File: config.mk
export PLATFORM = sky130hd
export DESIGN_NAME = core_array_feeder
export DESIGN_NICKNAME = d
export VERILOG_FILES = /design/src/rtl/core_array_pkg.sv /design/src/rtl/core_array_gap_cnt.sv /design/src/rtl/core_array_feeder.sv
export SDC_FILE = /design/constraint.sdc
export NUM_CORES = 1
export LEC_CHECK = 0
export BUFFER_PORTS_ARGS = -buffer_cell sky130_fd_sc_hd__buf_2
export CORE_MARGIN = 10
export CORE_UTILIZATION = 30
export CTS_BUF_LIST = sky130_fd_sc_hd__clkbuf_2
export DETAILED_ROUTE_END_ITERATION = 10
export PLACE_DENSITY = 0.53
export RECOVER_POWER = 100
export SLEW_MARGIN = 20
export SYNTH_ARGS = -nofsm -noshare
export SYNTH_HDL_FRONTEND = slang
export SYNTH_SLANG_ARGS = --single-unit
File: constraint.sdc
create_clock -name clk -period 1.55 [get_ports clk]
set_input_delay 0.155 -clock clk [delete_from_list [all_inputs] [get_ports clk]]
set_output_delay 0.155 -clock clk [all_outputs]
set_load 0.05 [all_outputs]
File: src/rtl/core_array_pkg.sv
// core_array_pkg: shared types and constants for the core array feeder.
// Holds the feeder state encoding, the column index type and array sizes.
package core_array_pkg;

    localparam int DATA_SIZE_DEFAULT = 8;
    localparam int NUM_COLS          = 2;

    typedef enum logic [1:0] {
        IDLE   = 2'd0,
        LOAD   = 2'd1,
        SETTLE = 2'd2
    } feeder_state_e;

    typedef logic col_t;

    localparam col_t COL1 = 1'b0;
    localparam col_t COL2 = 1'b1;

endpackage

File: src/rtl/core_array_gap_cnt.sv
// core_array_gap_cnt: loadable down-counter with zero flag.
// Enforces the minimum idle spacing between fills on one column.
module core_array_gap_cnt
    import core_array_pkg::*;
#(
    parameter int mask_cnt_delay = 1
) (
    input  logic clk,
    input  logic rst_n,
    input  logic load,
    output logic zero
);

    localparam int W = (mask_cnt_delay > 0) ? $clog2(mask_cnt_delay + 1) : 1;
    localparam logic [W-1:0] LOAD_VAL = W'(mask_cnt_delay);

    logic [W-1:0] cnt_q;
    logic [W-1:0] cnt_d;

    always_comb begin
        cnt_d = cnt_q;
        if (load) begin
            cnt_d = LOAD_VAL;
        end else if (cnt_q != '0) begin
            cnt_d = cnt_q - 1'b1;
        end
    end

    always_ff @(posedge clk or negedge rst_n) begin
        if (!rst_n) begin
            cnt_q <= '0;
        end else begin
            cnt_q <= cnt_d;
        end
    end

    assign zero = (cnt_q == '0);

endmodule

File: src/rtl/core_array_feeder.sv
// core_array_feeder: deals a valid/ready word stream round-robin into the two
// north column ports of the core array. CORE_ARRAY_FEEDER_STALL_CNT_EN adds stall_cnt.
module core_array_feeder
    import core_array_pkg::*;
#(
    parameter int data_size      = DATA_SIZE_DEFAULT,
    parameter int col_depth      = 4,
    parameter int mask_cnt_delay = 1,
    parameter int settle_cycles  = 4
) (
    input  logic                 clk,
    input  logic                 rst_n,
    input  logic                 start,
    input  logic                 abort,
    input  logic                 s_valid,
    input  logic [data_size-1:0] s_data,
    output logic                 s_ready,
    output logic [data_size-1:0] o_data1,
    output logic                 o_fill1,
    output logic [data_size-1:0] o_data2,
    output logic                 o_fill2,
    output logic                 busy,
    output logic                 done
`ifdef CORE_ARRAY_FEEDER_STALL_CNT_EN
    ,
    output logic [15:0]          stall_cnt
`endif
);

    localparam int WORDS = 2 * col_depth;
    localparam int CW    = $clog2(WORDS + 1);
    localparam int SW    = $clog2(settle_cycles + 1);

    localparam logic [CW-1:0] LAST_CNT    = CW'(WORDS - 1);
    localparam logic [SW-1:0] SETTLE_LOAD = SW'(settle_cycles);

    feeder_state_e state_q, state_d;
    col_t          ptr_q, ptr_d;
    logic [CW-1:0] cnt_q, cnt_d;
    logic [SW-1:0] settle_q, settle_d;
    logic          done_q, done_d;

    logic                 fill1_q, fill1_d;
    logic                 fill2_q, fill2_d;
    logic [data_size-1:0] data1_q, data1_d;
    logic [data_size-1:0] data2_q, data2_d;

    logic [NUM_COLS-1:0] gap_zero;
    logic                accept;

    // abort gates ready so no word is taken in the cycle the frame is cancelled
    assign s_ready = (state_q == LOAD) && !abort && gap_zero[ptr_q];
    assign accept  = s_valid && s_ready;

    for (genvar i = 0; i < NUM_COLS; i++) begin : g_gap
        core_array_gap_cnt #(
            .mask_cnt_delay(mask_cnt_delay)
        ) u_gap (
            .clk  (clk),
            .rst_n(rst_n),
            .load (accept && (ptr_q == col_t'(i))),
            .zero (gap_zero[i])
        );
    end

    always_comb begin
        state_d  = state_q;
        ptr_d    = ptr_q;
        cnt_d    = cnt_q;
        settle_d = settle_q;
        done_d   = 1'b0;
        unique case (state_q)
            IDLE: begin
                if (start && !abort) begin
                    state_d = LOAD;
                    ptr_d   = COL1;
                    cnt_d   = '0;
                end
            end
            LOAD: begin
                if (abort) begin
                    state_d = IDLE;
                end else if (accept) begin
                    ptr_d = ~ptr_q;
                    cnt_d = cnt_q + 1'b1;
                    if (cnt_q == LAST_CNT) begin
                        state_d  = SETTLE;
                        settle_d = SETTLE_LOAD;
                    end
                end
            end
            SETTLE: begin
                if (abort) begin
                    state_d  = IDLE;
                    settle_d = '0;
                end else if (settle_q <= SW'(1)) begin
                    state_d  = IDLE;
                    settle_d = '0;
                    done_d   = 1'b1;
                end else begin
                    settle_d = settle_q - 1'b1;
                end
            end
            default: begin
                state_d = IDLE;
            end
        endcase
    end

    always_comb begin
        fill1_d = accept && (ptr_q == COL1);
        fill2_d = accept && (ptr_q == COL2);
        data1_d = fill1_d ? s_data : data1_q;
        data2_d = fill2_d ? s_data : data2_q;
    end

    always_ff @(posedge clk or negedge rst_n) begin
        if (!rst_n) begin
            state_q  <= IDLE;
            ptr_q    <= COL1;
            cnt_q    <= '0;
            settle_q <= '0;
            done_q   <= 1'b0;
            fill1_q  <= 1'b0;
            fill2_q  <= 1'b0;
            data1_q  <= '0;
            data2_q  <= '0;
        end else begin
            state_q  <= state_d;
            ptr_q    <= ptr_d;
            cnt_q    <= cnt_d;
            settle_q <= settle_d;
            done_q   <= done_d;
            fill1_q  <= fill1_d;
            fill2_q  <= fill2_d;
            data1_q  <= data1_d;
            data2_q  <= data2_d;
        end
    end

`ifdef CORE_ARRAY_FEEDER_STALL_CNT_EN
    logic [15:0] stall_q, stall_d;

    always_comb begin
        stall_d = stall_q;
        if (state_q == IDLE && start && !abort) begin
            stall_d = '0;
        end else if (state_q == LOAD && s_valid && !s_ready && stall_q != 16'hFFFF) begin
            stall_d = stall_q + 16'd1;
        end
    end

    always_ff @(posedge clk or negedge rst_n) begin
        if (!rst_n) begin
            stall_q <= '0;
        end else begin
            stall_q <= stall_d;
        end
    end

    assign stall_cnt = stall_q;
`endif

    assign o_fill1 = fill1_q;
    assign o_fill2 = fill2_q;
    assign o_data1 = data1_q;
    assign o_data2 = data2_q;
    assign busy    = (state_q != IDLE);
    assign done    = done_q;

endmodule

-- Yosys cells after proc, flatten, opt, wreduce, memory -nomap -nowiden
Cells that the tools add are included.
W data, S select, Z words.
- add/subtract/negate cells: 4
- magnitude comparators: 2
- equal/unequal tests: 10
- mux-type cells: 30
- bitwise operators: 3
- reduce and logical (&&, ||, !) cells: 14
- operator list (cell ; count):
    $mux W3 ; 5
    $mux W1 ; 12
    $mux W2 ; 6
    $mux W4 ; 3
    $reduce_and A4 Y1 ; 3
    $pmux W4 S2 ; 1
    $logic_and A1 B1 Y1 ; 6
    $ne A2 B2 Y1 const B ; 3
    $ne A3 B3 Y1 const B ; 2
    $pmux W2 S3 ; 1
    $pmux W3 S2 ; 1
    $reduce_bool A2 Y1 ; 3
    $add A4 B1 Y4 const B ; 1
    $eq A4 B3 Y1 const B ; 1
    $le A3 B1 Y1 const B ; 1
    $ne A3 B2 Y1 const B ; 1
    $not A1 Y1 ; 3
    $sub A3 B1 Y3 const B ; 1
    $eq A2 B1 Y1 const B ; 1
    $eq A2 B2 Y1 const B ; 1
    $logic_not A2 Y1 ; 1
    $lt A1 B2 Y1 const B ; 1
    $ne A2 B1 Y1 const B ; 1
    $pmux W1 S2 ; 1
    other kinds (2) ; 3
- register bits after elaboration: 31
- input bits: 13
- output and inout bits: 21
- word-level logic and storage cells: 74

-- Longest topological paths before layout
- depth after elaboration: 8
- mapped depth: 5
- depth with buffers taken out: 5

-- By module
From an unflattened synthesis, not the netlist that was laid out.
- cell total of the unflattened synthesis: 100
- area total of the unflattened synthesis: 1368.8 µm²
- modules (own cells, without submodules) (module ; times used ; cells an instance ; area an instance (µm²) ; sequential area each (µm²)):
    core_array_feeder ; 1 ; 96 ; 1311.3 ; 725.7
    core_array_gap_cnt ; 2 ; 2 ; 28.8 ; 25.0

-- Worst setup path before layout
Ideal clock, no wire load.
- kind: register -> output
- start point: register, netlist name o_fill1
- end point: output port s_ready
- arrival: 2.064 ns
- required time: 1.395 ns
- slack: -0.669 ns
- stages on the path, launching flop included: 3
- buffers on the path: 0
- path through: dfrtp_1 -> mux2_4 -> nor3_1
- RTL lines (item ; RTL line ; text):
    end, declared ; core_array_feeder.sv:17 ; output logic s_ready,

-- Final worst setup path
- start point: register ptr_q
- end point: output port s_ready
- word-level cells in the longest chain between the ends: 3
- RTL lines (item ; RTL line ; text):
    start, declared ; core_array_feeder.sv:38 ; col_t ptr_q, ptr_d;
    start signal, assigned ; core_array_feeder.sv:130 ; ptr_q <= ptr_d;
    $mux W1 (implied by the code) (2 in series) ; core_array_feeder.sv:52 ; assign s_ready = (state_q == LOAD) && !abort && gap_zero[ptr_q];
    $logic_and A1 B1 Y1 ; core_array_feeder.sv:52 ;
No other way between the ends. The select of a mux whose other input is x is not followed.

==> metrics.md <==
| Metric | Value |
|---|---|
| Hold Crit Start | `s_data[7]` |
| CTS Buf Count | `5` |
| Antenna diodes | `0` |
| Failing checks | `negative setup slack` |
| Via Count | `1,012` |
| Startpoint Class | `flip-flop` |
| Worst setup path class | `reg2out` |
| Total GRT Usage | `8.55%` |
| Fin Clk Skew | `14.8 ps` |
| Die area | `7460 um^2` |
| Yosys Warn Count | `0` |
| Flop2flop setup slack | `-60 ps` |
| Static Leak | `0.000887 uW` |
| H-tree depth | `2` |
| Setup crit end kind | `output pin` |
| GP Congestion | `0.719` |
| RSZ-0062 raised after global routing | `yes` |
| Non-Filler Instances | `212` |
| Ratio of cells with drive above 1 in the final layout | `48.1%` |
| Critical Path Source | `ptr_q$_DFFE_PN0P_` |
| Maximum VDD drop | `0.647 mV` |
| Post-synth top flop | `dfrtp_1` |
| Netlist cell types | `32` |
| Vias in the first global route | `1,091` |
| Cell Rows | `24` |
| Sink Count | `29` |
| Final hold vios | `0` |
| Flops & latches, synth | `29` |
| First-pass DRT Iterations | `4` |
| Post-synth ARST share | `100%` |
| Dpl cells | `192` |
| Root Driver | `clkbuf_2` |
| Clock Path Buffers | `2` |
| Slew HR | `50.9%` |
| Pwr Total | `2670 uW` |
| DP HPWL | `2.23 mm` |
| Post-route cell area | `1870 um^2` |
| Top-area cell type share of the netlist area | `54.9%` |
| Worst-Margin Slew | `736 ps` |
| Critical Path Fanout Max | `2` |
| Port Buffer Count | `33` |
| Final Slew Violations | `0` |
| P per Cell Area | `1430 nW/um^2` |
| Commonest non-fill, non-tap cell in the layout | `dfrtp_1` |
| Dpl ws | `28.4 ps` |
| Synth area leader | `dfrtp_1` |
| Commonest cells after routing, fill and taps aside | `dfrtp_1 (26), clkbuf_2 (15), buf_2 (13), mux2_4 (9), mux2_2 (8)` |
| Die Y | `86.4 um` |
| Die Span X | `86.4 um` |
| Period utilization | `105%` |
| Post-layout min period | `1620 ps` |
| Post-synthesis sequential area ratio | `54.9%` |
| Top-Level Pins | `34` |
| WL final | `3.15 mm` |
| Reg2Reg Depth | `4` |
| DRC | `0` |
| Post-route ant nets | `0` |
| # Max-Cap Violations | `0` |
| # setup viols final | `11` |
| Starting Density | `30.6%` |
| Iteration-0 DRC Markers | `41` |
| Worst Hold Path Cells | `2` |
| Post-route setup slack | `-73.2 ps` |
| Crit path capture | `s_ready` |
| Critical Path RT | `1390 ps` |
| Worst Hold Class | `in2reg` |
| GRT overflow | `0` |
| Cell area after placement | `1620 um^2` |
| Largest net degree at the start of global routing | `30` |
| Clock Pin Slew Worst Setup and Hold Paths | `170 ps` |
| Number of synthesized flops with an enable pin | `0` |
| Outcome | `complete, but fails checks` |
| Fmax | `616 MHz` |
| Syn Nets | `117` |
| Mapped Area | `1320 um^2` |
| Area added between synthesis and finish | `41.6%` |
| Reg2reg end | `cnt_q[3]$_DFFE_PN0P_` |
| Crit path DAT | `1470 ps` |
| Avg WL per Cell | `14.9 um` |
| Vias/cell | `4.77` |
| # nets final | `175` |
| CTS tree | `done` |
| Syn Inst Count | `101` |
| Antenna violations before repair | `0` |
| Clk_lat worst skew | `360 ps` |
| RR Startpoint | `ptr_q$_DFFE_PN0P_` |
| Core ar. | `4320 um^2` |
| Top cells by area, synth | `dfrtp_1 (55%), mux2_2 (14%), ha_1 (2.8%), mux2i_1 (2.3%), inv_1 (2.3%)` |
| Syn avg cell area | `13.1 um^2` |
| Global-route wire length before repair | `5.15 mm` |
-- power breakdown --
| group | switching [uW] | internal [uW] | leakage [uW] | total (uW) |
|---|---|---|---|---|
| Combinational | 726 | 329 | 0.000494 | 1060 |
| Clock | 279 | 267 | 0.0000366 | 546 |
| Sequential | 132 | 940 | 0.000356 | 1070 |
-- kinds of logic (layout without fill, tap and decap cells) --
group | after synthesis | in the layout | share of synthesized area, %
multiplexers | 20 | 20 | 17.0
adder cells (fa/ha/maj) | 3 | 3 | 2.84
flip-flops | 29 | 29 | 54.9
AND/OR/NAND/NOR | 28 | 28 | 15.9
buffers and inverters | 10 | 69 | 3.69
AO/OA/AOI/OAI | 11 | 11 | 5.68
-- per-layer routing --
metal  vias to the layer above  track usage, %  share of wire (%)
li1                        483               -                  -
met5                         -               0                  0
met1                       489            10.3                 47
met2                        35            12.6                 43
met3                         5            4.69                9.2
met4                         0            3.09               0.89
-- state kept, by name (all words and copies together), names as in the netlist --
name and cells:
ptr_q 1, settle_q 3, cnt_q 4, o_fill2 1, state_q 2, o_fill1 1, o_data1 8, done 1
o_data2 8
-- how the worst min path moves through the flow --
stage / to / slack, ps
final: o_data2[7]$_DFFE_PN0P_ / 40
after global routing: o_data2[6]$_DFFE_PN0P_ / 5
after CTS: o_data2[6]$_DFFE_PN0P_ / 4
after detailed placement: state_q[0]$_DFFE_PN0P_ / 220
after global placement: state_q[0]$_DFFE_PN0P_ / 220
after floorplan: cnt_q[0]$_DFFE_PN0P_ / -140
-- layout make-up --
class	instances	area, um^2
sequential	29	729
fill	423	2450
tap	52	65.1
multi-input combinational	62	612
inverter	8	30.0
clock buffer	5	25.0
clock inverter	3	41.3
timing repair buffer	53	370
-- repair_timing --
item                       CTS  global route
buffers inserted             2             3
hold buffers                 4             3
resized for setup           21             6
hold endpoints to repair    32             4
setup endpoints to repair    3            26
cloned                       0             0
pin swaps                    3             0
-- through the flow --
stage	util (%)	hold WS (ps)	TNS [ps]
2_1_floorplan	-	-141	0
3_3_place_gp	37.5	222	0
3_5_place_dp	37.5	224	0
4_1_cts	41.8	3.99	-378
5_1_grt	43.3	5.36	-1210
6_report	43.3	35.8	-240
-- synthesized netlist by cell type (2+ instances only) --
| cell type | n |
|---|---|
| o22ai_1 | 2 |
| ha_1 | 3 |
| inv_1 | 8 |
| nor3_1 | 3 |
| o21ai_0 | 4 |
| nor2_1 | 2 |
| nand3_1 | 2 |
| o211ai_1 | 2 |
| nand2_1 | 5 |
| dfrtp_1 | 29 |
| mux2i_1 | 3 |
| nor4_1 | 2 |
| or2_2 | 2 |
| mux2_2 | 16 |
-- worst max-delay path, cell delays in order (launching register included) --
cell	delay [ps]
dfrtp_1	430
mux2_4	330
nor3_4	170
buf_6	180
No activity file was read; power rests on OpenSTA's default activity.
